==> config.mk <==
export PLATFORM = sky130hd
export DESIGN_NAME = call_stack
export DESIGN_NICKNAME = d
export VERILOG_FILES = /design/src/rtl/call_stack.sv
export SDC_FILE = /design/constraint.sdc
export NUM_CORES = 1
export LEC_CHECK = 0
export ABC_AREA = 1
export CAP_MARGIN = 10
export CORE_ASPECT_RATIO = 2
export CORE_UTILIZATION = 40
export DETAILED_ROUTE_END_ITERATION = 8
export PLACE_DENSITY = 0.67
export SETUP_SLACK_MARGIN = 0.1
export SKIP_LAST_GASP = 1
export SLEW_MARGIN = 20
export SYNTH_ARGS = -nofsm -noshare
export SYNTH_HDL_FRONTEND = slang
export SYNTH_SLANG_ARGS = --single-unit
==> constraint.sdc <==
create_clock -name clk -period 2.73 [get_ports clk]
set_input_delay 0.6825 -clock clk [delete_from_list [all_inputs] [get_ports clk]]
set_output_delay 0.6825 -clock clk [all_outputs]
set_load 0.02 [all_outputs]
==> src/rtl/call_stack.sv <==
// LIFO return-address stack with a combinational pop path and sticky overflow/underflow flags.
// Optional macro CALL_STACK_GUARD_EN: a push on a full stack is dropped instead of evicting the oldest entry.
module call_stack #(
   parameter int DEPTH = 4
) (
   input  logic                    clk,
   input  logic                    resetBar,
   input  logic [7:0]              pc,
   input  logic                    doCall,
   input  logic                    doRet,
   output logic [7:0]              dbus,
   output logic                    dbusEnBar,
   output logic [$clog2(DEPTH):0]  depth,
   output logic                    overflow,
   output logic                    underflow
);

   localparam int AW  = $clog2(DEPTH);
   localparam int SPW = AW + 1;

   logic [7:0]     r_mem [DEPTH];
   logic [SPW-1:0] r_sp;
   logic           r_ovf;
   logic           r_unf;

   logic [7:0]     w_ret_addr;
   logic [SPW-1:0] w_sp_m1;
   logic [AW-1:0]  w_top_idx;
   logic           w_empty;
   logic           w_full;
   logic           w_pop_ok;
   logic           w_replace;
   logic           w_push;
   logic           w_push_ok;
   logic           w_shift;

   assign w_ret_addr = pc + 8'd1;
   assign w_empty    = (r_sp == '0);
   assign w_full     = (r_sp == SPW'(DEPTH));
   assign w_sp_m1    = r_sp - SPW'(1);
   assign w_top_idx  = w_sp_m1[AW-1:0];
   assign w_pop_ok   = doRet & ~w_empty;
   // Call+return on a non-empty stack overwrites the top; on an empty stack it is a plain push.
   assign w_replace  = doCall & w_pop_ok;
   assign w_push     = doCall & ~w_replace;
   assign w_push_ok  = w_push & ~w_full;
`ifdef CALL_STACK_GUARD_EN
   assign w_shift    = 1'b0;
`else
   assign w_shift    = w_push & w_full;
`endif

   always_ff @(posedge clk or negedge resetBar) begin
      if (!resetBar) begin
         r_sp  <= '0;
         r_ovf <= 1'b0;
         r_unf <= 1'b0;
      end else begin
         if (w_push_ok)
            r_sp <= r_sp + SPW'(1);
         else if (w_pop_ok && !doCall)
            r_sp <= w_sp_m1;
         if (w_push && w_full)
            r_ovf <= 1'b1;
         if (doRet && w_empty)
            r_unf <= 1'b1;
      end
   end

   // Entries are not reset; with sp at zero they cannot reach the bus.
   always_ff @(posedge clk) begin
      if (w_replace) begin
         r_mem[w_top_idx] <= w_ret_addr;
      end else if (w_push_ok) begin
         r_mem[r_sp[AW-1:0]] <= w_ret_addr;
      end else if (w_shift) begin
         for (int unsigned i = 0; i < DEPTH - 1; i++)
            r_mem[AW'(i)] <= r_mem[AW'(i + 1)];
         r_mem[AW'(DEPTH - 1)] <= w_ret_addr;
      end
   end

   always_comb begin
      dbus      = '0;
      dbusEnBar = 1'b1;
      if (w_pop_ok) begin
         dbus      = r_mem[w_top_idx];
         dbusEnBar = 1'b0;
      end
   end

   assign depth     = r_sp;
   assign overflow  = r_ovf;
   assign underflow = r_unf;

endmodule

After elaboration in Yosys (flattened, before gate mapping)
Memory sizes are Yosys's and may differ from the RTL's.
Index checks and enable logic that the tools add are counted.
{"block": "op_classes", "bitwise": 8, "eq_ne": 1, "addsub": 3, "muxes": 19, "n_reduce_logical": 8}
{"cell": "$mux 8", "n": 3}
{"cell": "$reduce_or 8->1", "n": 2}
{"cell": "$mux 1", "n": 12}
{"cell": "$add 8x1->8 const B", "n": 1}
{"cell": "$mux 3", "n": 2}
{"cell": "$and 1x1->1", "n": 5}
{"cell": "$mux 2", "n": 2}
{"cell": "$add 3x1->3 const B", "n": 1}
{"cell": "$eq 3x3->1 const B", "n": 1}
{"cell": "$logic_and 1x1->1", "n": 3}
{"cell": "$logic_not 3->1", "n": 1}
{"cell": "$not 1->1", "n": 3}
{"cell": "$sub 3x1->3 const B", "n": 1}
{"cell": "$reduce_bool 2->1", "n": 1}
{"cell": "$logic_not 1->1", "n": 1}
{"block": "word_totals", "mem_bits_rw": 32, "mem_count": 1, "ff_bits": 5, "elab_cells": 43}
{"name": "r_mem", "words": 4, "word_bits": 8, "read_ports": 4, "rd_ports_with_merged_regs": 0, "write_ports": 4, "line_no": "21", "rtl": "logic [7:0] r_mem [DEPTH];"}

Longest topological paths before layout
{"block": "depth", "ltp_word": 13, "ltp_mapped": 13}

Worst setup path before layout
OpenSTA, ideal clock, no wires.
{"block": "synth_path", "path_kind": "reg2out", "startpoint": "reg r_sp[0] (netlist: depth[0])", "endpoint": "out dbus[0]", "path_stages_with_launch": 10, "arrival_time_ns": 2.017, "required_ns": 2.047, "slack_ns": 0.030, "cell_sequence": "dfrtp_1 -> buf_4 -> inv_1 -> buf_2 -> ha_1 -> buf_4 -> clkinv_1 -> nor2_1 -> o21ai_0 -> a21oi_1"}
{"block": "synth_via", "elab_chain_cells": 4, "elab_cells_between_ends": 6, "classes_between": "add/sub: 1; mux: 1; bitwise: 2; reduce/logical: 1; memory: 1"}
{"item": "start, declared", "line_no": "22", "rtl": "logic [SPW-1:0] r_sp;"}
{"item": "start signal, assigned", "line_no": "60", "rtl": "r_sp <= r_sp + SPW'(1);"}
{"item": "start signal, assigned", "line_no": "62", "rtl": "r_sp <= w_sp_m1;"}
{"item": "branches (longest 3 deep; another with $mem_v2 4x8)"}
{"item": "$mux 8 (*)", "line_no": "86", "rtl": "if (w_pop_ok) begin"}
{"item": "end, declared", "line_no": "11", "rtl": "output logic [7:0] dbus,"}
Mark *: on every way between the ends.

Worst setup path in the final report
{"block": "layout_path", "startpoint": "reg r_sp[1] (netlist: depth[1])", "endpoint": "out dbus[4]"}
The elaborated chain is that of the path after synthesis.

==> metrics.txt <==
EDFF count, synth 32; Row Count 36; ant diodes 0; htree depth 2; Cell variety after synth 33; IO Pins 26; Initial Util 0.419; CTS clock-pin slew for the worst setup and hold paths 70 ps; CTS root buffer clkbuf_8; TritonCTS Sinks 37; post-detail-place hpwl 3040 µm; Least-Margin Pin Slew 387 ps; Hold WC Path Type reg2reg; Initial DRC Count 25; GRT Total Usage 0.181; post-CTS setup buffer count 0; CP Class reg2out; most frequent cells in the layout nand2_1 (57), edfxtp_1 (32), nor2_1 (19); total negative slack 0 ps; cell area after placement 2450 µm²; die area 5450 µm²; fmax 402 MHz; Worst Clk Skew 4.13 ps; Synth Register Bits 37; PnR Total Power 2.66 mW; unrepaired setup endpoints after global routing true; Worst Setup Start Kind flop; syn avg cell area 9.36 µm²; Die W 52.7 µm; Placeable Area 4910 µm²; dpl ws -101 ps; DRC 0; fin nets 272; status completed; fin area 2480 µm²; async set-reset flop share out of synthesis 0.135; CP endpoint kind primary output; Final Instance Count excl. Fillers 313; Peak VDD IR 658 µV; synth warn 0; Mapped Cells 220; final hold vios 0; First-pass DRT Iterations 4; Leakage 1.03 nW; DR vias 1,547; final WL 4110 µm; Cell Area, Synth 2060 µm²; port bufs 25; CP Data Arrival Time 1800 ps; chip height 103 µm; Filler cells 485; WHS 462 ps; Required @ worst endpoint 2050 ps; CP Max Fanout 7; relative slew slack 0.741; vias in the first global route 1,464; DR WL/cell 13.1 µm; Area Growth Syn to Fin 20.6%; Pins Over Slew Limit 0; Setup Viol. Count Final 0; Power Density 1070 nW/µm²; initial antenna violation count 0; commonest non-fill, non-tap cell in the layout nand2_1; largest net degree at the start of global routing 29; Max Cap Viol 0; clock tree buffer depth 2; clk_lat worst skew 280 ps; dominant synthesized flop cell edfxtp_1; share of post-route cells with drive strength above 1 0.215; fin crit share 0.911; final core utilization 0.506; first-pass GRT wire length 6930 µm; Placed Cells 306; Final ANT Viol Nets 0; Seq/Total Area, Yosys 0.528; Via-to-Cell Ratio 4.94; Tmin final 2490 ps; routability congestion estimate from global placement 0.813; Net Count, Synth 236; grt total ovfl 0; CTS tree done; CTS buffer count 5; min setup slack post-route 244 ps
-- sequential cells by signal, indices dropped and copies added, names as in the netlist --
signal / flops
r_mem: 32
underflow: 1
depth: 3
overflow: 1
-- routing by layer --
layer | up-vias | GRT usage | part of all wire
li1 | 809 | - | -
met1 | 708 | 0.208 | 0.41
met2 | 24 | 0.314 | 0.55
met3 | 6 | 0.0263 | 0.020
met4 | 0 | 0.0951 | 0.023
met5 | - | 0 | 0
-- final timing paths --
check                              end     start  slack, ps  depth (start not counted)
max                            dbus[4]  depth[1]        240                          8
max in group asynchronous    underflow  resetBar       1920                          1
max reg2reg                r_mem[0][4]  depth[1]        580                         11
min                           overflow  overflow        460                          1
min reg2reg                   overflow  overflow        460                          1
min in group asynchronous     depth[1]  resetBar        620                          1
-- cells by family after synthesis --
logic type | after synthesis | synth area share
DFF | 37 | 0.528
AOI/OAI and AO/OA | 42 | 0.117
buffers and inverters | 31 | 0.0802
and+or+nand+nor | 100 | 0.221
adders and majority gates | 4 | 0.0243
xor gates and xnor gates | 6 | 0.0292
-- worst max-delay path, cell delays in order, from the launching register on --
cell	delay (ps)
dfrtp_1	360
inv_1	80
ha_1	300
clkinv_1	80
buf_4	160
nor2_1	90
o21ai_0	110
a21oi_2	170
clkbuf_2	180
-- timing repair --
action                     4_1_cts  5_1_grt
gates cloned                     0        0
hold buffers                     0        0
resized for setup               14       12
setup endpoints to repair        9        8
pin swaps                        0        0
-- layout make-up --
cell class                 instances  area [µm²]  area share
clock inverter                     1        3.75     0.00151
multi-input combinational        152         837       0.337
tap                               57        71.3      0.0287
timing repair buffer              38         319       0.129
clock buffer                       6        72.6      0.0292
inverter                          22        92.6      0.0373
sequential                        37        1090       0.437
-- power by group --
part | leakage, nW | total, mW | internal (mW) | switching, mW
registers | 0.350 | 0.888 | 0.829 | 0.0586
logic | 0.645 | 1.43 | 0.530 | 0.895
clock network | 0.0387 | 0.348 | 0.172 | 0.176
-- synth_stat cells, types with 4 or more instances --
cell type	n	area share
buf_2	4	0.0097
nand3_1	8	0.019
nand2_1	57	0.10
a21oi_1	15	0.036
nor2_1	19	0.035
inv_1	18	0.033
xor2_1	4	0.017
o21ai_0	16	0.039
dfrtp_1	5	0.061
o21ai_2	6	0.026
ha_1	4	0.024
edfxtp_1	32	0.47
Note: power is estimated with default switching activity, not from simulation.
